===== config.mk =====
export PLATFORM = sky130hd
export DESIGN_NAME = seg_scan_mux
export DESIGN_NICKNAME = d
export VERILOG_FILES = /design/src/rtl/seg_disp_pkg.sv /design/src/rtl/seg_dwell_timer.sv /design/src/rtl/seg_scan_mux.sv
export SDC_FILE = /design/constraint.sdc
export NUM_CORES = 1
export LEC_CHECK = 0
export CAP_MARGIN = 20
export CORE_UTILIZATION = 45
export CTS_BUF_LIST = sky130_fd_sc_hd__clkbuf_4 sky130_fd_sc_hd__clkbuf_8 sky130_fd_sc_hd__clkbuf_16
export DETAILED_ROUTE_END_ITERATION = 7
export PLACE_DENSITY = 0.73
export SLEW_MARGIN = 20
export SYNTH_ARGS = -nofsm -noshare
export SYNTH_HDL_FRONTEND = slang
export SYNTH_SLANG_ARGS = --single-unit

===== constraint.sdc =====
create_clock -name clk -period 1.9 [get_ports clk]
set_input_delay 0.38 -clock clk [delete_from_list [all_inputs] [get_ports clk]]
set_output_delay 0.38 -clock clk [all_outputs]
set_load 0.005 [all_outputs]

===== src/rtl/seg_disp_pkg.sv =====
// Shared constants and scan-state encoding for the 2-digit
// multiplexed 7-segment display path.
package seg_disp_pkg;

    localparam logic [6:0] SEG_BLANK = 7'h7F;
    localparam logic [6:0] SEG_ZERO  = 7'b0000001;
    localparam logic [1:0] AN_OFF    = 2'b11;
    localparam logic [1:0] AN_DIG0   = 2'b10;
    localparam logic [1:0] AN_DIG1   = 2'b01;

    typedef enum logic [1:0] {
        ST_GUARD1 = 2'd0,
        ST_DIG0   = 2'd1,
        ST_GUARD0 = 2'd2,
        ST_DIG1   = 2'd3
    } scan_state_e;

    function automatic scan_state_e scan_next(input scan_state_e s);
        scan_state_e n;
        n = ST_GUARD1;
        unique case (s)
            ST_GUARD1: n = ST_DIG0;
            ST_DIG0:   n = ST_GUARD0;
            ST_GUARD0: n = ST_DIG1;
            ST_DIG1:   n = ST_GUARD1;
            default:   n = ST_GUARD1;
        endcase
        return n;
    endfunction

    function automatic logic is_digit_slot(input scan_state_e s);
        return (s == ST_DIG0) || (s == ST_DIG1);
    endfunction

endpackage


===== src/rtl/seg_dwell_timer.sv =====
// Loadable dwell counter: counts 0..dwell_i-1, flags done_o on the
// last count and clears when restart_i is asserted.
module seg_dwell_timer #(
    parameter int CNT_W = 16
) (
    input  logic             clk,
    input  logic             rst,
    input  logic [CNT_W-1:0] dwell_i,
    input  logic             restart_i,
    output logic             done_o
);

    logic [CNT_W-1:0] cnt_q;
    logic [CNT_W-1:0] cnt_d;

    assign done_o = (cnt_q == (dwell_i - CNT_W'(1)));

    always_comb begin
        cnt_d = cnt_q + CNT_W'(1);
        if (restart_i) begin
            cnt_d = '0;
        end
    end

    always_ff @(posedge clk or posedge rst) begin
        if (rst) begin
            cnt_q <= '0;
        end else begin
            cnt_q <= cnt_d;
        end
    end

endmodule


===== src/rtl/seg_scan_mux.sv =====
// Double-buffered 2-digit segment scanner with guard slots.
// Optional: LEADING_ZERO_BLANK_EN blanks a tens digit showing '0'.
module seg_scan_mux
    import seg_disp_pkg::*;
#(
    parameter int REFRESH_DIV = 1000,
    parameter int GUARD_CYC   = 50,
    parameter int CNT_W       = 16
) (
    input  logic       clk,
    input  logic       rst,
    input  logic       load,
    input  logic [6:0] seg0_in,
    input  logic [6:0] seg1_in,
    output logic [6:0] seg_out,
    output logic [1:0] an,
    output logic       frame_tick,
    output logic       pending
);

    scan_state_e state_q, state_d;
    logic [6:0]  shadow0_q, shadow0_d;
    logic [6:0]  shadow1_q, shadow1_d;
    logic [6:0]  active0_q, active0_d;
    logic [6:0]  active1_q, active1_d;
    logic [6:0]  seg_q, seg_d;
    logic [1:0]  an_q, an_d;
    logic        tick_q, tick_d;
    logic        pend_q, pend_d;

    logic [CNT_W-1:0] dwell;
    logic             dwell_done;
    logic             advance;
    logic             promote;
    logic             blank1;

    assign dwell   = is_digit_slot(state_q) ? CNT_W'(REFRESH_DIV)
                                            : CNT_W'(GUARD_CYC);
    assign advance = dwell_done;

    seg_dwell_timer #(
        .CNT_W (CNT_W)
    ) u_timer (
        .clk       (clk),
        .rst       (rst),
        .dwell_i   (dwell),
        .restart_i (advance),
        .done_o    (dwell_done)
    );

`ifdef LEADING_ZERO_BLANK_EN
    assign blank1 = (active1_d == SEG_ZERO);
`else
    assign blank1 = 1'b0;
`endif

    always_comb begin
        state_d = state_q;
        promote = 1'b0;
        if (advance) begin
            state_d = scan_next(state_q);
            promote = (state_q == ST_GUARD1);
        end
    end

    // Promotion happens only while both digits are dark, so a frame never tears
    always_comb begin
        shadow0_d = shadow0_q;
        shadow1_d = shadow1_q;
        active0_d = active0_q;
        active1_d = active1_q;
        pend_d    = pend_q;
        if (load) begin
            shadow0_d = seg0_in;
            shadow1_d = seg1_in;
        end
        if (promote) begin
            active0_d = load ? seg0_in : shadow0_q;
            active1_d = load ? seg1_in : shadow1_q;
            pend_d    = 1'b0;
        end else if (load) begin
            pend_d    = 1'b1;
        end
    end

    // Outputs are decoded from next state so they line up with the slot
    always_comb begin
        seg_d  = SEG_BLANK;
        an_d   = AN_OFF;
        tick_d = 1'b0;
        unique case (state_d)
            ST_DIG0: begin
                seg_d  = active0_d;
                an_d   = AN_DIG0;
                tick_d = promote;
            end
            ST_DIG1: begin
                if (!blank1) begin
                    seg_d = active1_d;
                    an_d  = AN_DIG1;
                end
            end
            default: begin
                seg_d = SEG_BLANK;
                an_d  = AN_OFF;
            end
        endcase
    end

    always_ff @(posedge clk or posedge rst) begin
        if (rst) begin
            state_q   <= ST_GUARD1;
            shadow0_q <= SEG_BLANK;
            shadow1_q <= SEG_BLANK;
            active0_q <= SEG_BLANK;
            active1_q <= SEG_BLANK;
            seg_q     <= SEG_BLANK;
            an_q      <= AN_OFF;
            tick_q    <= 1'b0;
            pend_q    <= 1'b0;
        end else begin
            state_q   <= state_d;
            shadow0_q <= shadow0_d;
            shadow1_q <= shadow1_d;
            active0_q <= active0_d;
            active1_q <= active1_d;
            seg_q     <= seg_d;
            an_q      <= an_d;
            tick_q    <= tick_d;
            pend_q    <= pend_d;
        end
    end

    assign seg_out    = seg_q;
    assign an         = an_q;
    assign frame_tick = tick_q;
    assign pending    = pend_q;

endmodule

# Word-level counts from Yosys, hierarchy flattened
# Cells that the tools add are included.
dict set report totals {
  ff_bits 57
  latch_bits 0
  ramBits 0
  romBits 0
  in_bits 17
  output_inout_bits 11
  n_memories 0
}
dict set report classes {
  addsub 2
  n_mul 0
  n_div 0
  n_lt_le_gt_ge 0
  n_eq_ne 6
  n_shift 0
  muxes 14
  bitwise 0
  reduce_logical 3
}
# cell n
set ops {}
lappend ops {{7-bit 2-to-1 mux} 4}
lappend ops {{16-bit by 1-bit adder with 16-bit output (second input constant)} 1}
lappend ops {{16-bit equality test} 1}
lappend ops {{16-bit 2-to-1 mux} 1}
lappend ops {{7-bit case mux with 2 select lines} 1}
lappend ops {{10-bit by 1-bit subtractor with 11-bit output (second input constant)} 1}
lappend ops {{10-bit 2-to-1 mux} 1}
lappend ops {{2-bit case mux with 4 select lines} 1}
lappend ops {{2-bit equality test (second input constant)} 3}
lappend ops {{2-bit by 1-bit equality test with 1-bit output (second input constant)} 2}
lappend ops {{1-bit 2-to-1 mux} 4}
lappend ops {{2-bit case mux with 2 select lines} 1}
lappend ops {{2-bit logical NOT} 1}
lappend ops {{2-bit 2-to-1 mux} 1}
lappend ops {{2-bit nonzero test} 1}
lappend ops {{1-bit logical OR} 1}

# Longest topological paths before layout
# Gate-level depths: netlist (run 1).
dict set report logic_depth {
  word_depth 8
  ltp_mapped 7
  mapped_depth_nobuf 6
}

# Hierarchy
# A second synthesis (run 1) with hierarchy kept.
dict set report unflattened {
  cells_unflattened 269
  area_unflattened_um2 2964.1
}
# module n_inst cells_per_inst area_each_um2 seq_area_each_um2
set by_module_without_submodules {}
lappend by_module_without_submodules {seg_scan_mux 1 117 1667.8 1072.3}
lappend by_module_without_submodules {seg_dwell_timer 1 152 1296.2 400.4}

# Worst setup path after synthesis (run 1)
# Ideal clock, no wire load.
dict set report synth_timing {
  kind {register to register}
  start {register u_timer.cnt_q[12]}
  end {register seg_q[3] (netlist: seg_out[3])}
  arrival_ns 1.760
  setup_slack_ns 0.044
  stages_incl_launch_ff 8
  path_buffers 2
  period_less_slack_ns 1.856
  path_cell_list {dfrtp_1 nor4b_2 nand4_1 and4bb_1 buf_6 buf_12 mux2i_1 a22oi_2}
}
dict set report synth_between {
  elab_chain_cells 4
  elab_cells_between_ends 8
  cone_classes {eq/ne (3); mux (5)}
}
# element line
set synth_lines {}
lappend synth_lines {{start, declared} seg_dwell_timer.sv:13} ;# logic [CNT_W-1:0] cnt_q;
lappend synth_lines {{start signal, assigned} seg_dwell_timer.sv:29} ;# cnt_q <= cnt_d;
lappend synth_lines {{16-bit equality test *} seg_dwell_timer.sv:16} ;# assign done_o = (cnt_q == (dwell_i - CNT_W'(1)));
lappend synth_lines {{2-bit 2-to-1 mux / 1-bit 2-to-1 mux (equally long branches)} seg_scan_mux.sv:60} ;# if (advance) begin
lappend synth_lines {{2-bit equality test (tied with other cells)} seg_scan_mux.sv:91} ;# unique case (state_d)
lappend synth_lines {{7-bit case mux with 2 select lines *} seg_scan_mux.sv:91}
lappend synth_lines {{via seg_d[3]} seg_scan_mux.sv:26} ;# logic [6:0] seg_q, seg_d;
lappend synth_lines {{end signal, assigned} seg_scan_mux.sv:127} ;# seg_q <= seg_d;
lappend synth_lines {{end, declared} seg_scan_mux.sv:26}
# The timed path passes the listed nets; every way through them passes the cells marked *.
# A chain may end at the register's enable or synchronous reset.

# Worst setup path after layout (run 1)
dict set report layout_timing {
  start {register u_timer.cnt_q[14]}
  end {register seg_q[6] (netlist: seg_out[6])}
}
# The elaborated chain is that of the path after synthesis.

==> flow_metrics.env, run 1 <==
export IMPL_status="completed"
export IMPL_synth_top_area_frac=0.394
export IMPL_timing_final_crit_share=0.994
export IMPL_yosysMostFrequentCell="dfstp_2"
export IMPL_yosysUniqueCellTypes=36
export IMPL_num_vias=1560
export IMPL_r2r_cells=6
export IMPL_drive_gt1_frac=0.452
export IMPL_placed_area_sq_um=2910
export IMPL_die_area_sq_um=5780
export IMPL_dpl_cell_count=297
export IMPL_fin_crit_ps=1890
export IMPL_design_area_sq_um=3280
export IMPL_final_cells=318
export IMPL_area_delta_synth_final_pct=33.1
export IMPL_ys_seq_area_frac=0.597
export IMPL_nets=264
export IMPL_viasPerCell=4.91
export IMPL_grt_pass1_vias=1588
export IMPL_grtUsageTotal=0.164
export IMPL_netlist_area_sq_um=2460
export IMPL_synth_area_top_cells="dfstp_2, dfrtp_1, mux2_2"
export IMPL_synthTopCellsByCount="dfstp_2, inv_1, dfrtp_1, nor2_1"
export IMPL_rsz0062_at_grt="true"
export IMPL_grt_met1_usage=0.208
export IMPL_worstPathCellList="nor4b_4, nand4_1, and4bb_4, clkbuf_16, mux2i_2, a22oi_1"
export IMPL_r2r_setup_slack_ps=10
export IMPL_worst_slew_pin_slew_ps=447
export IMPL_hold_buffers=0
export IMPL_grt_pass1_wl_um=7250
export IMPL_syn_num_nets=214
export IMPL_use_met2=0.259
export IMPL_dr_pass1_iters=5
export IMPL_cts_tree="built"
export IMPL_core_sq_um=5200
export IMPL_synth_top_area_cell="dfstp_2"
export IMPL_avgSynthCellArea_sq_um=12.8
export IMPL_ir_worst_vdd_mv=0.401
export IMPL_path_max_fanout=8
export IMPL_drc=0
export IMPL_ys_ff_latch=57
export IMPL_critPathCaptureType="flop"
export IMPL_grt_busiest_layer="met2"
export IMPL_diodes=0
export IMPL_wire_per_inst_um=14.0
export IMPL_drtIter0Drc=47
export IMPL_rr_startpoint="u_timer.cnt_q[14]"
export IMPL_worstSetupStartpointType="flop"
export IMPL_grt_overflow_total=0
export IMPL_ys_async_sr_fraction=1.00
export IMPL_p_per_area_nw_per_um2=746
export IMPL_fp_row_count=26
export IMPL_synth_ff_type="dfstp_2"
export IMPL_final_hold_viol_count=0
export IMPL_cts_root_buf="clkbuf_8"
export IMPL_max_freq_mhz=529
export IMPL_cp_slowest_stage_delay_ps=410
export IMPL_postLayoutCoreUtil=0.630
export IMPL_fp_dieH_um=76.0
export IMPL_hp_class="primary input to asynchronous set/reset pin"
export IMPL_dp_hpwl_um=2700
export IMPL_ios=28
export IMPL_antenna_found_initial=0
export IMPL_ant_nets=0
export IMPL_worstPathRequired_ps=2150
export IMPL_reg2reg_to="seg_out[6]"
export IMPL_clock_latency_ps=340
export IMPL_grt_max_degree=58
export IMPL_cap_violations=0
export IMPL_h_tree_depth=3
export IMPL_numCtsBuffers=9
export IMPL_cts_sinks=57
export IMPL_worst_ep_arrival_time_ps=2140
export IMPL_fillCellCount=414
export IMPL_cp_slowest_cell="dfrtp_1"
export IMPL_worstSetupPathType="flop to flop"
export IMPL_final_max_slew_viol_count=0
export IMPL_clk_path_buf_depth=2
export IMPL_initial_core_util=0.474
export IMPL_clk_pin_slew_worst_paths_ps=70
export IMPL_yosys_warnings=0
export IMPL_skew_ps=6.36
export IMPL_syn_inst=193
export IMPL_slew_headroom=0.699
export IMPL_die_w_um=76.0
export IMPL_finalSetupViolCount=0
export IMPL_wl_um=4440
export IMPL_place_gp_congestion=0.766
export IMPL_synth_edff_count=0
export IMPL_total_power_mw=2.45
export IMPL_numPortBuffers=27
export IMPL_hold_ws_ps=414
export IMPL_p_leak_nw=1.44
export IMPL_met3_usage=0.0443
[per-stage QoR]
step | setup TNS, ps | worst slack, ps
floorplan | 0 | 43.8
global route | -915 | -101
finish | 0 | 11.1
detailed placement | 0 | 50.7
global placement | 0 | 53.8
CTS | 0 | 7.86
[where the power goes]
part / internal (mW) / total, mW / switching, mW
registers: 1.27 / 1.28 / 0.00690
logic: 0.100 / 0.190 / 0.0898
clock network: 0.468 / 0.975 / 0.507
total: 1.84 / 2.45 / 0.603
[placed cells by master (no fill, tap or decap), types with 3 or more instances in the layout]
| cell type | netlist | routed |
|---|---|---|
| a22oi_1 | 6 | 3 |
| a22oi_2 | 1 | 4 |
| buf_12 | 1 | 4 |
| buf_4 | 0 | 12 |
| clkbuf_8 | 0 | 9 |
| clkdlybuf4s50_1 | 0 | 27 |
| clkinv_2 | 0 | 3 |
| dfrtp_1 | 20 | 19 |
| dfstp_2 | 37 | 37 |
| ha_1 | 4 | 4 |
| inv_1 | 21 | 20 |
| mux2_2 | 14 | 14 |
| mux2i_1 | 14 | 5 |
| mux2i_2 | 0 | 5 |
| mux2i_4 | 0 | 4 |
| nand2_1 | 6 | 6 |
| nand3_1 | 7 | 7 |
| nor2_1 | 19 | 19 |
| xnor2_1 | 7 | 7 |
| xor2_1 | 6 | 6 |
[final cells by class]
type                            count  area (sq um)  area share
Inverter                           21          78.8      0.0240
Multi-Input combinational cell    109           992       0.302
Tap cell                           70          87.6      0.0267
Timing Repair Buffer               45           477       0.145
Sequential cell                    57          1470       0.449
Clock buffer                        9           124      0.0378
Clock inverter                      7          47.5      0.0145
[per-layer routing]
layer	wire, um	part of all wire	vias to the layer above
met5	0	0	-
met4	95	0.021	0
met3	169	0.038	12
met2	2090	0.47	36
met1	2080	0.47	760
li1	-	-	752
[timing repair]
item	4_1_cts	5_1_grt
setup buffers	0	4
endpoints found under the hold margin	0	0
setup endpoints to repair	2	34
gates cloned	0	1
resized for setup	2	25
pin swaps	0	7
[worst max-delay path, delay by kind of cell (launching register included)]
| kind | cells | cell delay (ps) |
|---|---|---|
| buffers and inverters | 1 | 180 |
| AOI/OAI and AO/OA | 1 | 120 |
| DFF | 1 | 410 |
| muxes | 1 | 240 |
| and+or+nand+nor | 3 | 840 |
[flip-flops by register name (all words and copies together) (netlist names)]
name	count
active0_q	7
an	2
state_q	2
shadow0_q	7
pending	1
frame_tick	1
seg_out	7
u_timer.cnt_q	16
active1_q	7
shadow1_q	7
[worst max-delay path by stage]
stage | startpoint | end | slack [ps] | cells past startpoint
finish | u_timer.cnt_q[14] | seg_out[6] | 10 | 6
floorplan | u_timer.cnt_q[12] | seg_out[3] | 40 | 7
global placement | u_timer.cnt_q[8] | seg_out[5] | 50 | 6
detailed placement | u_timer.cnt_q[8] | seg_out[0] | 50 | 6
global route | u_timer.cnt_q[14] | seg_out[2] | -100 | 6
CTS | u_timer.cnt_q[12] | seg_out[1] | 8 | 6
[logic make-up after synthesis]
group,share of synthesized area
AND/OR/NAND/NOR,0.107
XOR/XNOR,0.0462
AO/OA/AOI/OAI,0.0533
flip-flops,0.597
buffers and inverters,0.0548
multiplexers,0.121
adder cells (fa/ha/maj),0.0203
(Power assumes the default switching activity.)
==> inputs of run 2 (changes only) <==
- PLACE_DENSITY: 0.73 -> unset
- PLACE_DENSITY_LB_ADDON: unset -> 0.1
==> run 2 against run 1 <==
Compared with the run above:
- flip-flop and latch count stayed put
- clock skew is 1.6 ps higher
- largest cell class unchanged
- combinational power is 5% lower
- critical endpoint is now seg_out[0]
- largest power group unchanged
==> flow_metrics.env, run 2 (synthesized netlist as in run 1, its figures left out) <==
export IMPL_drtIter0Drc=57
export IMPL_most_common_layout_cells="dfstp_2, clkdlybuf4s50_1, inv_1, dfrtp_1, nor2_1"
export IMPL_p_leak_nw=1.40
export IMPL_final_hold_viol_count=0
export IMPL_ir_worst_vdd_mv=0.426
export IMPL_hp_class="primary input to asynchronous set/reset pin"
export IMPL_worst_slack_ps=19.2
export IMPL_cts_tree="built"
export IMPL_p_sw_mw=0.541
export IMPL_diodes=0
export IMPL_p_per_area_nw_per_um2=783
export IMPL_p_int_mw=1.94
export IMPL_largest_reg_flops=16
export IMPL_drc=0
export IMPL_final_common_cell="dfstp_2"
export IMPL_dp_hpwl_um=3120
export IMPL_clkPwrFrac=0.409
export IMPL_place_ws_ps=-1.84
export IMPL_cp_slowest_stage_delay_ps=390
export IMPL_status="completed"
export IMPL_wire_per_inst_um=14.5
export IMPL_worst_slew_pin_slew_ps=472
export IMPL_core_sq_um=5200
export IMPL_worstSetupPathType="flop to flop"
export IMPL_rsz0062_at_grt="true"
export IMPL_final_cells=317
export IMPL_cap_violations=0
export IMPL_ant_nets=0
export IMPL_clk_path_buf_depth=2
export IMPL_worst_ep_arrival_time_ps=2120
export IMPL_h_tree_depth=3
export IMPL_grtUsageTotal=0.179
export IMPL_path_max_fanout=8
export IMPL_grt_overflow_total=0
export IMPL_worstPathRequired_ps=2140
export IMPL_fp_dieH_um=76.0
export IMPL_place_gp_congestion=0.775
export IMPL_numCtsBuffers=9
export IMPL_slew_headroom=0.683
export IMPL_crit_path_start="u_timer.cnt_q[12]"
export IMPL_viasPerCell=4.84
export IMPL_area_delta_synth_final_pct=28.3
export IMPL_antenna_found_initial=0
export IMPL_timing_final_crit_share=0.990
export IMPL_grt_pass1_wl_um=7810
export IMPL_clock_latency_ps=330
export IMPL_initial_core_util=0.474
export IMPL_die_w_um=76.0
export IMPL_max_freq_mhz=532
export IMPL_dr_pass1_iters=4
export IMPL_grt_max_degree=49
export IMPL_drive_gt1_frac=0.421
export IMPL_die_area_sq_um=5780
export IMPL_dpl_cell_count=300
export IMPL_rr_startpoint="u_timer.cnt_q[12]"
export IMPL_clk_pin_slew_worst_paths_ps=60
export IMPL_p_sw_frac=0.218
export IMPL_ios=28
export IMPL_numPortBuffers=27
export IMPL_cts_sinks=57
export IMPL_fp_row_count=26
export IMPL_wl_um=4600
export IMPL_skew_ps=7.99
export IMPL_p_comb_frac=0.073
export IMPL_worstPathCellList="nor4b_2, nand4_1, buf_4, o21ai_2, a2bb2o_2, a22oi_1"
export IMPL_final_max_slew_viol_count=0
export IMPL_cp_slowest_cell="dfrtp_1"
export IMPL_top_register="u_timer.cnt_q"
export IMPL_fin_crit_ps=1880
export IMPL_grt_pass1_vias=1671
export IMPL_r2r_cells=6
export IMPL_num_vias=1534
export IMPL_seq_power_share=0.518
export IMPL_critPathCaptureType="flop"
export IMPL_nets=263
export IMPL_worstSetupStartpointType="flop"
export IMPL_finalSetupViolCount=0
export IMPL_total_power_mw=2.48
export IMPL_cts_root_buf="clkbuf_8"
## run 2: cell count changes in the layout (fill, tap and decap cells not counted), sizes merged
cell      delta
clkbuf       +3
clkinv       -2
clkinvlp     -2
## run 2: cell type report
type	instances	area (sq um)
Clock buffer	13	166
Clock inverter	3	15.0
Fill cell	429	2040
Inverter	21	78.8
Multi-Input combinational cell	109	906
Sequential cell	57	1470
Tap cell	70	87.6
Timing Repair Buffer	44	435
## run 2: path summary, 6_finish.rpt
path,end,slack (ps)
min in group clk,pending,520
max reg2reg,seg_out[0],20
max,seg_out[0],20
max in group asynchronous,active1_q[1],1040
min,u_timer.cnt_q[0],290
min reg2reg,pending,520
## run 2: worst max-delay path: cells and delay by family, from the launching register on
kind,cells,cell delay (ps)
flops,1,390
simple gates,2,460
compound gates,3,750
buf+inv,1,200
## run 2: per-layer routing
layer | up-vias | wire length (um) | track usage
li1 | 740 | - | -
met1 | 768 | 1880 | 0.194
met2 | 20 | 2460 | 0.315
met3 | 6 | 192 | 0.0683
met4 | 0 | 68 | 0.0692
met5 | - | 0 | 0
## run 2: power groups by stage
stage / combinational [mW] / clock, mW / sequential [mW]
floorplan: 0.103 / 0 / 1.30
CTS: 0.172 / 1.04 / 1.28
global route: 0.200 / 1.11 / 1.28
global placement: 0.163 / 0 / 1.30
finish: 0.181 / 1.01 / 1.28
detailed placement: 0.171 / 0 / 1.30
## run 2: per-stage QoR
stage / hold slack [ps] / cell area, sq um / setup TNS, ps / utilization
2_1_floorplan: 435 / 2460 / 0 / -
3_3_place_gp: 484 / 2920 / 0 / 0.562
3_5_place_dp: 506 / 2920 / -1.84 / 0.562
4_1_cts: 279 / 3110 / 0 / 0.597
5_1_grt: 324 / 3160 / -993 / 0.607
6_report: 290 / 3160 / 0 / 0.607
## run 2: what timing repair did
item	CTS	global route
cloned	0	0
hold buffers	0	0
buffers inserted	0	1
pin swaps	1	0
setup endpoints to repair	1	22
gates resized for setup	0	11
==> inputs of run 3 (changes only) <==
- CORE_MARGIN: unset -> 2
- SKIP_CTS_REPAIR_TIMING: unset -> 1
==> run 3 against run 2 <==
Compared with the run above:
- first-iteration DRC count is 53% higher
- combinational power up 3%
- critical path depth is the same
- die area grew 5.3%
- global-route usage fell by 0.77 points
- sequential share of layout area shrank 1.3 points
- critical endpoint unchanged
- clock skew barely moved
- via count is 3.5% higher
- total power grew 3.7%
- sequential power barely moved
- cell area up 3.2%
- routed wire length rose by 5.4%
==> flow_metrics.env, run 3 (synthesized netlist as in run 1, its figures left out) <==
export IMPL_cp_slowest_cell="dfrtp_1"
export IMPL_fillCellCount=401
export IMPL_slew_headroom=0.718
export IMPL_drc=0
export IMPL_worstSetupPathType="flop to flop"
export IMPL_worst_slack_ps=57.4
export IMPL_status="completed"
export IMPL_dr_pass1_iters=4
export IMPL_critPathCaptureType="flop"
export IMPL_hold_ws_ps=411
export IMPL_fp_row_count=26
export IMPL_cts_root_buf="clkbuf_8"
export IMPL_finalSetupViolCount=0
export IMPL_hp_class="primary input to asynchronous set/reset pin"
export IMPL_skew_ps=8.49
export IMPL_worstPathRequired_ps=2140
export IMPL_cts_sinks=57
export IMPL_num_vias=1588
export IMPL_max_freq_mhz=543
export IMPL_cts_tree="built"
export IMPL_rsz0062_at_grt="true"
export IMPL_final_cells=314
export IMPL_worst_slew_pin_slew_ps=418
export IMPL_nets=260
export IMPL_grt_pass1_wl_um=7900
export IMPL_antenna_found_initial=0
export IMPL_drive_gt1_frac=0.447
export IMPL_place_ws_ps=1.89
export IMPL_worstSetupStartpointType="flop"
export IMPL_drtIter0Drc=87
export IMPL_fin_crit_ps=1840
export IMPL_viasPerCell=5.06
export IMPL_ios=28
export IMPL_total_power_mw=2.57
export IMPL_setup_tns_ps=0
export IMPL_grt_overflow_total=0
export IMPL_ant_nets=0
export IMPL_wl_um=4840
export IMPL_dpl_cell_count=295
export IMPL_diodes=0
export IMPL_numPortBuffers=27
export IMPL_ir_worst_vdd_mv=0.502
export IMPL_most_common_layout_cells="dfstp_2, clkdlybuf4s50_1, inv_1"
export IMPL_clock_latency_ps=330
export IMPL_grt_max_degree=58
export IMPL_area_delta_synth_final_pct=32.4
export IMPL_timing_final_crit_share=0.970
export IMPL_wire_per_inst_um=15.4
export IMPL_final_hold_viol_count=0
export IMPL_final_common_cell="dfstp_2"
export IMPL_numCtsBuffers=9
export IMPL_die_w_um=78.0
export IMPL_worst_ep_arrival_time_ps=2090
export IMPL_path_max_fanout=8
export IMPL_p_per_area_nw_per_um2=787
export IMPL_final_max_slew_viol_count=0
export IMPL_p_leak_nw=1.41
export IMPL_dp_hpwl_um=3130
export IMPL_core_sq_um=5200
export IMPL_largest_reg_flops=16
export IMPL_place_gp_congestion=0.760
export IMPL_top_register="u_timer.cnt_q"
export IMPL_grt_pass1_vias=1695
export IMPL_fp_dieH_um=78.0
export IMPL_clk_pin_slew_worst_paths_ps=60
export IMPL_h_tree_depth=3
export IMPL_die_area_sq_um=6090
export IMPL_worstPathCellList="nand4_2, o31ai_4, and4bb_4, buf_12, mux2i_2, a22oi_1"
export IMPL_cp_slowest_stage_delay_ps=420
export IMPL_initial_core_util=0.474
export IMPL_clk_path_buf_depth=2
export IMPL_cap_violations=0
export IMPL_grtUsageTotal=0.171
[run 3: changes by cell type in the layout (fill, tap and decap cells not counted), moves of 2 or more]
cell and change:
mux2i_1 -2, dfrtp_1 -3, buf_4 -4, dfrtp_2 +3, clkbuf_16 +2, mux2i_4 +2
[run 3: through the flow]
stage / utilization / instance area (sq um)
3_5_place_dp: 0.555 / 2890
4_1_cts: 0.593 / 3090
2_1_floorplan: - / 2460
6_report: 0.627 / 3260
5_1_grt: 0.627 / 3260
3_3_place_gp: 0.555 / 2890
[run 3: area by class of cell]
class	count	area, sq um	share of cell area
Sequential cell	57	1480	0.452
Clock inverter	2	10.0	0.00307
Clock buffer	14	191	0.0587
Timing Repair Buffer	41	430	0.132
Multi-Input combinational cell	109	988	0.303
Inverter	21	78.8	0.0242
Tap cell	70	87.6	0.0268
[run 3: final timing paths]
| kind | from | slack, ps | cells past startpoint | end |
|---|---|---|---|---|
| worst max-delay path | u_timer.cnt_q[7] | 60 | 6 | seg_out[0] |
| worst min-delay path | rst | 410 | 3 | u_timer.cnt_q[14] |
| min in group clk | u_timer.cnt_q[11] | 500 | 1 | u_timer.cnt_q[11] |
| worst min register to register | u_timer.cnt_q[11] | 500 | 1 | u_timer.cnt_q[11] |
| worst max register to register | u_timer.cnt_q[7] | 60 | 6 | seg_out[0] |
| max in group asynchronous | rst | 1170 | 3 | shadow1_q[3] |
[run 3: power breakdown]
group | switching [mW] | total [mW] | leakage [nW] | internal, mW
sequential | 0.00691 | 1.28 | 0.648 | 1.27
combinational | 0.0889 | 0.187 | 0.656 | 0.0984
clock | 0.451 | 1.10 | 0.108 | 0.649
total | 0.547 | 2.57 | 1.41 | 2.02
[run 3: worst max-delay path, delay by kind of cell (launching register included)]
family,cells,cell delay (ps)
and+or+nand+nor,2,500
DFF,1,420
AOI/OAI and AO/OA,2,420
buffers and inverters,1,160
muxes,1,260
[run 3: metal layers]
layer / vias up / GRT usage / part of all wire
met5: - / 0 / 0
met3: 11 / 0.0598 / 0.048
met2: 36 / 0.291 / 0.53
li1: 741 / - / -
met4: 0 / 0.0877 / 0.023
met1: 800 / 0.189 / 0.40
